## config.mk

```make
export PLATFORM = sky130hd
export DESIGN_NAME = press_seq_ctrl_flat
export DESIGN_NICKNAME = d
export VERILOG_FILES = /design/src/rtl/press_seq_ctrl_if.sv /design/src/rtl/press_seq_ctrl.sv /design/src/flat_wrapper.sv
export SDC_FILE = /design/constraint.sdc
export NUM_CORES = 1
export LEC_CHECK = 0
export ABC_CLOCK_PERIOD_IN_PS = 2150
export CAP_MARGIN = 20
export CORE_MARGIN = 2
export CORE_UTILIZATION = 55
export DETAILED_ROUTE_END_ITERATION = 10
export MAX_ROUTING_LAYER = met4
export PLACE_DENSITY = 0.79
export RECOVER_POWER = 25
export SETUP_SLACK_MARGIN = 0.3
export SLEW_MARGIN = 15
export SYNTH_ARGS = -nofsm -noshare
export SYNTH_HDL_FRONTEND = slang
export SYNTH_SLANG_ARGS = --single-unit
```

## constraint.sdc

```tcl
create_clock -name clk -period 2.15 [get_ports clk]
set_input_delay 0.43 -clock clk [delete_from_list [all_inputs] [get_ports clk]]
set_output_delay 0.43 -clock clk [all_outputs]
set_load 0.005 [all_outputs]
```

## src/rtl/press_seq_ctrl_if.sv

```systemverilog
// Button-side / counter-side signal bundle for press_seq_ctrl.
// master: drives the raw button level and observes counter controls and events.
// slave : samples the button and drives count_en, count_clr, state, press_evt, long_evt.
interface press_seq_ctrl_if;
    logic       press;      // raw button level, asynchronous, may bounce
    logic       count_en;   // counter enable, high only in RUN
    logic       count_clr;  // one-cycle counter clear pulse
    logic [1:0] state;      // 00 IDLE, 01 RUN, 10 HOLD
    logic       press_evt;  // one-cycle pulse per accepted short press
    logic       long_evt;   // one-cycle pulse per accepted long press

    modport master (output press, input count_en, count_clr, state, press_evt, long_evt);
    modport slave  (input press, output count_en, count_clr, state, press_evt, long_evt);
endinterface

```

## src/rtl/press_seq_ctrl.sv

```systemverilog
// Push-button sequencer: synchronise, debounce, classify short/long presses, drive counter enable/clear.
// Latency: raw edge -> debounced edge SYNC_STAGES+DEBOUNCE_CYC cycles; events and FSM outputs registered on that edge.
// Backpressure: none; the counter must accept count_en/count_clr every cycle.
// Ports: clk, rst (async active-low), bus (slave modport: press in; count_en, count_clr, state, press_evt, long_evt out).
module press_seq_ctrl #(
    parameter int SYNC_STAGES  = 2,
    parameter int DEBOUNCE_CYC = 4,
    parameter int LONG_CYC     = 16
) (
    input  logic             clk,
    input  logic             rst,
    press_seq_ctrl_if.slave  bus
);

    typedef enum logic [1:0] {
        ST_IDLE = 2'b00,
        ST_RUN  = 2'b01,
        ST_HOLD = 2'b10,
        ST_ILL  = 2'b11
    } state_t;

    localparam int DW = $clog2(DEBOUNCE_CYC + 1);
    localparam int HW = $clog2(LONG_CYC + 1);
    localparam logic [DW-1:0] DEB_LAST  = DW'(DEBOUNCE_CYC - 1);
    localparam logic [HW-1:0] HOLD_LAST = HW'(LONG_CYC - 1);
    localparam logic [HW-1:0] HOLD_MAX  = HW'(LONG_CYC);

    logic [SYNC_STAGES-1:0] sync_q;
    logic                   synced;
    logic                   db_q, db_d;
    logic [DW-1:0]          deb_q, deb_d;
    logic [HW-1:0]          hold_q, hold_d;
    logic                   short_w, long_w;

    // Kept as a raw vector rather than state_t so an upset into the unused
    // code 11 is representable and recovered from.
    logic [1:0]             state_q;
    state_t                 state_d;
    logic                   clr_d;

    logic                   count_en_q, count_clr_q, press_evt_q, long_evt_q;

    assign synced = sync_q[SYNC_STAGES-1];

    // Input conditioning and press classification.
    always_comb begin
        db_d   = db_q;
        deb_d  = '0;
        if (synced != db_q) begin
            // The DEBOUNCE_CYC-th consecutive differing cycle flips the level.
            if (deb_q == DEB_LAST) begin
                db_d = ~db_q;
            end else begin
                deb_d = deb_q + 1'b1;
            end
        end

        hold_d = '0;
        if (db_q) begin
            hold_d = (hold_q == HOLD_MAX) ? hold_q : hold_q + 1'b1;
        end

        // Hold timer saturates at LONG_CYC, so long fires exactly once per press.
        long_w  = db_q && (hold_q == HOLD_LAST);
        // A release on the same edge long fires, or after it, is not a short press.
        short_w = db_q && !db_d && (hold_q < HOLD_LAST);
    end

    always_comb begin
        state_d = ST_IDLE;
        clr_d   = 1'b0;
        case (state_t'(state_q))
            ST_IDLE: begin
                state_d = ST_IDLE;
                if (short_w)     state_d = ST_RUN;
                else if (long_w) clr_d   = 1'b1;
            end
            ST_RUN: begin
                state_d = ST_RUN;
                if (short_w) begin
                    state_d = ST_HOLD;
                end else if (long_w) begin
                    state_d = ST_IDLE;
                    clr_d   = 1'b1;
                end
            end
            ST_HOLD: begin
                state_d = ST_HOLD;
                if (short_w) begin
                    state_d = ST_RUN;
                end else if (long_w) begin
                    state_d = ST_IDLE;
                    clr_d   = 1'b1;
                end
            end
            default: begin
                state_d = ST_IDLE;
                clr_d   = 1'b0;
            end
        endcase
    end

    always_ff @(posedge clk or negedge rst) begin
        if (!rst) begin
            sync_q      <= '0;
            db_q        <= 1'b0;
            deb_q       <= '0;
            hold_q      <= '0;
            state_q     <= ST_IDLE;
            count_en_q  <= 1'b0;
            count_clr_q <= 1'b0;
            press_evt_q <= 1'b0;
            long_evt_q  <= 1'b0;
        end else begin
            sync_q      <= {sync_q[SYNC_STAGES-2:0], bus.press};
            db_q        <= db_d;
            deb_q       <= deb_d;
            hold_q      <= hold_d;
            state_q     <= state_d;
            // Enable follows the next state so it changes on the same edge as state.
            count_en_q  <= (state_d == ST_RUN);
            count_clr_q <= clr_d;
            press_evt_q <= short_w;
            long_evt_q  <= long_w;
        end
    end

    assign bus.count_en  = count_en_q;
    assign bus.count_clr = count_clr_q;
    assign bus.state     = state_q;
    assign bus.press_evt = press_evt_q;
    assign bus.long_evt  = long_evt_q;

endmodule

```

## src/flat_wrapper.sv

```systemverilog
// flat-port wrapper written by rule: the top's interface ports become plain ports
module press_seq_ctrl_flat 
#(
    parameter int SYNC_STAGES  = 2,
    parameter int DEBOUNCE_CYC = 4,
    parameter int LONG_CYC     = 16
)
  (clk, rst, bus_press, bus_count_en, bus_count_clr, bus_state, bus_press_evt, bus_long_evt);
  press_seq_ctrl_if bus_i ();
  input  logic clk;
  input  logic rst;
  input wire logic [$bits(bus_i.press)-1:0] bus_press;
  output wire logic [$bits(bus_i.count_en)-1:0] bus_count_en;
  output wire logic [$bits(bus_i.count_clr)-1:0] bus_count_clr;
  output wire logic [$bits(bus_i.state)-1:0] bus_state;
  output wire logic [$bits(bus_i.press_evt)-1:0] bus_press_evt;
  output wire logic [$bits(bus_i.long_evt)-1:0] bus_long_evt;
  assign bus_i.press = bus_press;
  assign bus_count_en = bus_i.count_en;
  assign bus_count_clr = bus_i.count_clr;
  assign bus_state = bus_i.state;
  assign bus_press_evt = bus_i.press_evt;
  assign bus_long_evt = bus_i.long_evt;
  press_seq_ctrl #(.SYNC_STAGES(SYNC_STAGES), .DEBOUNCE_CYC(DEBOUNCE_CYC), .LONG_CYC(LONG_CYC)) u_core (.clk(clk), .rst(rst), .bus(bus_i));
endmodule
```

; ---- After elaboration in Yosys (flattened, before gate mapping)
; Index checks and enable logic that the tools add are counted.
[classes]
add_sub_neg = 2
mul = 0
n_div = 0
order_cmp = 1
eq_ne = 8
shift = 0
muxes = 15
bitwise = 1
reduce_logical = 6
[ops]
columns = operator, n
row1 = $mux W5, 2
row2 = $mux W1, 7
row3 = $mux W2, 3
row4 = $mux W3, 2
row5 = $pmux W2 S3, 1
row6 = $add A5 B1 Y5 const B, 1
row7 = $eq A5 B4 Y1 const B, 1
row8 = $eq A5 B5 Y1 const B, 1
row9 = $lt A5 B4 Y1 const B, 1
row10 = $eq A2 B1 Y1 const B, 2
row11 = $add A3 B1 Y3 const B, 1
row12 = $eq A3 B2 Y1 const B, 1
row13 = $logic_and A1 B1 Y1, 3
row14 = $reduce_or A3 Y1, 1
row15 = $eq A2 B2 Y1 const B, 1
row16 = $logic_not A2 Y1, 1
row17 = $ne A2 B2 Y1 const B, 1
row18 = $logic_not A1 Y1, 1
row19 = $ne A1 B1 Y1, 1
row20 = $not A1 Y1, 1
[word_totals]
regBits = 17
latch_bits = 0
mem_bits_rw = 0
rom_bits = 0
mem_count = 0

; ---- Depth between registers and ports, before layout
; Gate-level depths: netlist of run 1.
[logic_depth]
word_depth = 9
mapped_depth = 6
mapped_depth_nobuf = 6

; ---- Worst setup path after synthesis of run 1
; No wires, ideal clock.
[synth_timing]
kind = reg-to-reg
start = register u_core.hold_q[0]
end = register u_core.state_q[1], in the netlist u_core.bus.state[1]
arrival_ns = 1.279
path_slack_ns = 0.792
stages_incl_launch_ff = 7
path_buffers = 0
period_less_slack_ns = 1.358
path_cell_list = dfrtp_1 ha_1 and3_2 ha_1 nand2_1 nand3b_1 mux2i_1
[synth_between]
elab_chain_cells = 5
word_cells_on_any_way = 8
[synth_rtl]
columns = item, line_no
row1 = from (decl), press_seq_ctrl.sv:32  ; logic [HW-1:0] hold_q, hold_d;
row2 = from (signal assigned), press_seq_ctrl.sv:118  ; hold_q <= hold_d;
row3 = "parallel branches: the longest is 4 deep, another holds $lt A5 B4 Y1", n/a
row4 = $pmux W2 S3 *, press_seq_ctrl.sv:72  ; case (state_t'(state_q))
row5 = net u_core.state_d[1], press_seq_ctrl.sv:38  ; state_t state_d;
row6 = to (signal assigned), press_seq_ctrl.sv:119  ; state_q <= state_d;
row7 = to (decl), press_seq_ctrl.sv:37  ; logic [1:0] state_q;
; Mark *: on every way through the listed nets, which the timed path passes.
; A chain may end at the register's enable or synchronous reset.

; ---- Worst setup path in the final report of run 1
[layout_timing]
start = register u_core.state_q[0], in the netlist u_core.bus.state[0]
end = output bus_state[0]
[layout_lines]
columns = item, line_no
row1 = to (decl), flat_wrapper.sv:15  ; output wire logic [$bits(bus_i.state)-1:0] bus_state;
; No word-level cell between the ends.

==> results.cfg, run 1 <==
[pwr]
vdd_ir_drop_max_uv = 473
p_leak_nw = 0.397
power_density_nw_per_um2 = 984

[global_route]
grt_pass1_vias = 391
grt_first_pass_wirelength_mm = 1.57
gr-usage-met2 = 0.218
met1_usage = 0.205
antenna_found_initial = 0
use_met3 = 0.0326
gr-total-overflow = 0
track_usage = 0.149
busiest_layer = met2
grt_max_degree = 18

[setup_path]
critPathRequiredTime_ps = 1720
worstSetupStartpointType = flip-flop
r2r_end = u_core.bus.count_en
path_buf_inv = 1
cp.arrival_ps = 1230
r2r_cells = 6
max_stage_delay_ps = 530
slowest_stage = clkdlybuf4s50_1
worst_setup_path_end_kind = primary output
r2r_slack_ps = 660
worstPathCellList = clkdlybuf4s50_1
path_class = reg -> out
crit_family = buffers and inverters
r2r_start = u_core.hold_q[0]
path_max_fanout = 6

[placement]
place_inst = 81
gp_congestion = 0.771
post-dp-hpwl_um = 765
port_buffers = 8

[sta]
setup_viol = 0
rsz0062_at_grt = false
relSlewSlack = 0.415
maxSlewViolCount = 0
max_freq_ghz = 0.604
fin_hold_ws_ps = 358
fin_crit_sh = 0.770
worst_pin_slew_ps = 878
hold_violations = 0
finClkSkew_ps = 3.01
tns_ps = 0
min_period_ps = 1660

[synth]
syn-num-nets = 64
yosysSeqAreaShare = 0.572
synth_seq_cells = 17
syn_inst = 57
synth_area_leaders = dfrtp_1, ha_1, mux2i_1
yosys_warnings = 0
syn_avg_cell_area_um2 = 13.0
syn-cell-area_um2 = 743
yosysUniqueCellTypes = 22
synth_top_area_frac = 0.572
yosysTopAreaCell = dfrtp_1

[drt]
wl_per_cell_um = 12.2
drc = 0
vias_per_cell = 5.06
routed_wl_mm = 1.04
drt_iter0_drc = 4
ant_nets = 0
vias = 430
drt-pass1-iter-count = 2

[clock_tree]
cts_max_path_buffers = 2
cts_sinks = 17
tritoncts.num_buffers = 3
insertion_delay_ps = 280
clkTransAtPathRegs_ps = 90
h-tree-depth = 1
cts_tree = yes
cts_resized = 0
postCtsHoldBufs = 0
cts_root_buf = clkbuf_4
post_cts_buffers = 0

[min_path]
hold_depth = 0
worst_hold_startpoint = u_core.sync_q[0]
worst_hold_path.endpoint = u_core.sync_q[1]
hold_class = reg -> reg

[die]
dieArea_um2 = 1660
num_rows = 13
top_level_ports = 9
chipHeight_um = 40.8
core_um2 = 1280
fp.dieW_um = 40.8
start_util = 0.578

[run]
maxCapViolCount = 0

[layout]
finalNetCount = 78
syn2layout_area_growth_pct = 17.3
diodes = 0
finalNonFillerCells = 85
post-route-util = 0.679
drive_gt1_frac = 0.114

[status]
status = completed
## kinds of logic (layout without fill, tap and decap cells)
group	count (synthesis)	count (layout)	synth area share
muxes	5	5	0.0690
xor gates and xnor gates	4	4	0.0471
AOI/OAI and AO/OA	2	2	0.0202
adders and majority gates	4	4	0.0673
and+or+nand+nor	21	21	0.204
buffers and inverters	4	17	0.0202
DFF	17	17	0.572
## metal layers
layer  routed length, µm  part of all wire  up-vias
li1                    -                 -      216
met1                 536              0.52      208
met2                 472              0.45        6
met3                  31             0.030        0
met4                   0                 0        0
met5                   0                 0        -
## per-stage QoR
| step | cell area, µm² | setup WS [ps] | power [mW] |
|---|---|---|---|
| floorplan | 743 | 792 | 0.608 |
| global placement | 850 | 732 | 0.694 |
| detailed placement | 850 | 663 | 0.706 |
| CTS | 876 | 477 | 0.872 |
| global route | 872 | 425 | 0.926 |
| finish | 872 | 494 | 0.858 |
## report_power, final
group	internal, mW	total (mW)	switching, mW
Sequential	0.388	0.464	0.0763
Combinational	0.135	0.232	0.0976
Clock	0.0718	0.161	0.0895
Total	0.595	0.858	0.263
## cells in the mapped netlist (all sizes together)
master and count:
a211oi 1, a21boi 1, and4bb 1, nor2 2
xor2 1, nor3b 1, nor2b 2, xnor2 3
and4 1, nand2 1, and3 2, mux2 1
nor4 1, inv 4, nand3 2, dfrtp 17
mux2i 4, ha 4, and2 2, nand2b 5
nand3b 1
## final cells by class
type                    count  area, µm²
repair buffers              9       83.8
well taps                  15       18.8
fillers                   108        413
multi-input cells          36        303
flip-flops and latches     17        425
clock buffers               4       26.3
inverters                   4       15.0
## registers in the layout, summed over array words and instances, names as in the netlist
signal                cells
u_core.hold_q             5
u_core.bus.count_en       1
u_core.bus.press_evt      1
u_core.bus.state          2
u_core.deb_q              3
u_core.db_q               1
u_core.bus.count_clr      1
u_core.bus.long_evt       1
u_core.sync_q             2
## how the worst max path moves through the flow
stage,slack (ps),cells past startpoint,from,end
CTS,480,1,u_core.bus.state[0],bus_state[0]
global placement,730,6,u_core.hold_q[0],u_core.bus.state[0]
detailed placement,660,6,u_core.hold_q[0],u_core.bus.count_en
global route,430,1,u_core.bus.state[0],bus_state[0]
finish,490,1,u_core.bus.state[0],bus_state[0]
floorplan,790,6,u_core.hold_q[0],u_core.bus.state[1]
## layout by cell type, fill, tap and decap left out, types with 3 or more instances in the layout
| master | n |
|---|---|
| clkbuf_4 | 3 |
| clkdlybuf4s50_1 | 6 |
| dfrtp_1 | 17 |
| ha_1 | 4 |
| inv_1 | 4 |
| mux2i_1 | 4 |
| nand2b_1 | 5 |
| xnor2_1 | 3 |
Note: power is estimated with default switching activity, not from simulation.
==> run 2, diff against run 1 <==
--- a/config.mk
+++ b/config.mk
@@ -5,13 +5,13 @@
 export SDC_FILE = /design/constraint.sdc
 export NUM_CORES = 1
 export LEC_CHECK = 0
-export ABC_CLOCK_PERIOD_IN_PS = 2150
+export ABC_CLOCK_PERIOD_IN_PS = 1450
 export CAP_MARGIN = 20
 export CORE_MARGIN = 2
-export CORE_UTILIZATION = 55
+export CORE_UTILIZATION = 46
 export DETAILED_ROUTE_END_ITERATION = 10
 export MAX_ROUTING_LAYER = met4
-export PLACE_DENSITY = 0.79
+export PLACE_DENSITY = 0.71
 export RECOVER_POWER = 25
 export SETUP_SLACK_MARGIN = 0.3
 export SLEW_MARGIN = 15
==> constraint.sdc (replaced) <==
create_clock -name clk -period 1.45 [get_ports clk]
set_input_delay 0.29 -clock clk [delete_from_list [all_inputs] [get_ports clk]]
set_output_delay 0.29 -clock clk [all_outputs]
set_load 0.005 [all_outputs]
==> results.cfg, run 2 (synthesized netlist as in run 1, its figures left out) <==
[status]
status = completed

[sta]
setup_ws_ps = 125
hold_violations = 0
rsz0062_at_grt = true
relSlewSlack = 0.400
min_period_ps = 1330
tns_ps = 0
max_freq_ghz = 0.755
setup_viol = 0
fin_hold_ws_ps = 360
worst_pin_slew_ps = 900
maxSlewViolCount = 0
fin_crit_sh = 0.914
finClkSkew_ps = 0.773

[min_path]
hold_class = reg -> reg

[clock_tree]
clkTransAtPathRegs_ps = 90
tritoncts.num_buffers = 3
cts_sinks = 17
insertion_delay_ps = 280
cts_tree = yes
cts_max_path_buffers = 2
h-tree-depth = 1
postCtsHoldBufs = 0
cts_root_buf = clkbuf_4

[layout]
finalNonFillerCells = 98
finalNetCount = 90
layout_commonest_cell = dfrtp_1
drive_gt1_frac = 0.415
nFillCells = 122
syn2layout_area_growth_pct = 33.7
biggestRegsByFlops = u_core.hold_q x5, u_core.deb_q x3
max_flop_register = u_core.hold_q
diodes = 0
largest_reg_flops = 5
final_cell_mix = dfrtp_1, buf_4, buf_2

[drt]
ant_nets = 0
wl_per_cell_um = 13.5
wl_met3_um = 49
routed_wl_mm = 1.33
top_layer = met4
drt_iter0_drc = 2
vias_per_cell = 5.17
vias = 507
drc = 0
wl_met1_um = 552
drt-pass1-iter-count = 2
met2_length_um = 685

[pwr]
p_leak_nw = 0.478
vdd_ir_drop_max_uv = 824
power_density_nw_per_um2 = 1490

[setup_path]
worst_setup_path_end_kind = flip-flop
max_stage_delay_ps = 430
path_class = reg -> reg
worstPathCellList = ha_2 > and3_4 > ha_4 > nand2_4 > nand3b_1 > mux2i_1
cp.arrival_ps = 1540
worstSetupStartpointType = flip-flop
path_max_fanout = 5
critPathRequiredTime_ps = 1660
slowest_stage = dfrtp_1

[global_route]
grt_max_degree = 18
grt_pass1_vias = 539
antenna_found_initial = 0
gr-total-overflow = 0
grt_first_pass_wirelength_mm = 2.21
track_usage = 0.166

[placement]
place_inst = 84
gp_congestion = 0.697
dp_slack_ps = 79.6
port_buffers = 8
post-dp-hpwl_um = 853

[die]
chipHeight_um = 44.2
dieArea_um2 = 1950
start_util = 0.493
core_um2 = 1510
fp.dieW_um = 44.2
top_level_ports = 9
num_rows = 14

[run]
maxCapViolCount = 0
-- run 2: cell types whose count changed in the layout (fill, tap and decap cells not counted), sizes merged --
cell,previous run,this run
clkbuf,5,6
clkdlybuf4s50,6,0
buf,0,17
-- run 2: path summary, 6_finish.rpt --
check                      cells past startpoint                  end  slack (ps)             start
min in group asynchronous                      2      u_core.deb_q[0]         640               rst
hold reg to reg                                0     u_core.sync_q[1]         360  u_core.sync_q[0]
hold / removal                                 0     u_core.sync_q[1]         360  u_core.sync_q[0]
setup / recovery                               6  u_core.bus.state[1]         120  u_core.hold_q[0]
max in group asynchronous                      2     u_core.hold_q[3]         260               rst
setup reg to reg                               6  u_core.bus.state[1]         120  u_core.hold_q[0]
-- run 2: repair_timing --
action | CTS | global route
hold endpoints to repair | 0 | 0
resized for setup | 27 | 4
setup buffers | 9 | 1
pin swaps | 10 | 1
endpoints found under the setup margin | 16 | 12
-- run 2: critical path: cells and delay by family (launching register included) --
| family | cells | cell delay, ps |
|---|---|---|
| and+or+nand+nor | 3 | 320 |
| adders and majority gates | 2 | 370 |
| DFF | 1 | 430 |
| muxes | 1 | 130 |
-- run 2: power breakdown --
group / internal [mW] / switching (mW) / total [mW]
logic: 0.339 / 0.239 / 0.578
clock network: 0.107 / 0.142 / 0.249
registers: 0.576 / 0.0755 / 0.651
total: 1.02 / 0.457 / 1.48
-- run 2: routing by layer --
layer	vias to the layer above	track usage
met4	0	0.0909
met1	251	0.171
li1	243	-
met5	-	-
met2	9	0.291
met3	4	0.0367
-- run 2: layout make-up --
type / instances / area, µm² / area share
clock buffer: 4 / 26.3 / 0.0264
inverter: 4 / 15.0 / 0.0151
multi-input combinational: 36 / 359 / 0.361
sequential: 17 / 425 / 0.428
tap: 16 / 20.0 / 0.0202
timing repair buffer: 21 / 148 / 0.149
-- run 2: through the flow --
step	utilization	instance area (µm²)	power (mW)
floorplan	-	767	0.910
global placement	0.591	890	1.07
detailed placement	0.591	890	1.09
CTS	0.657	990	1.48
global route	0.659	993	1.58
finish	0.659	993	1.48
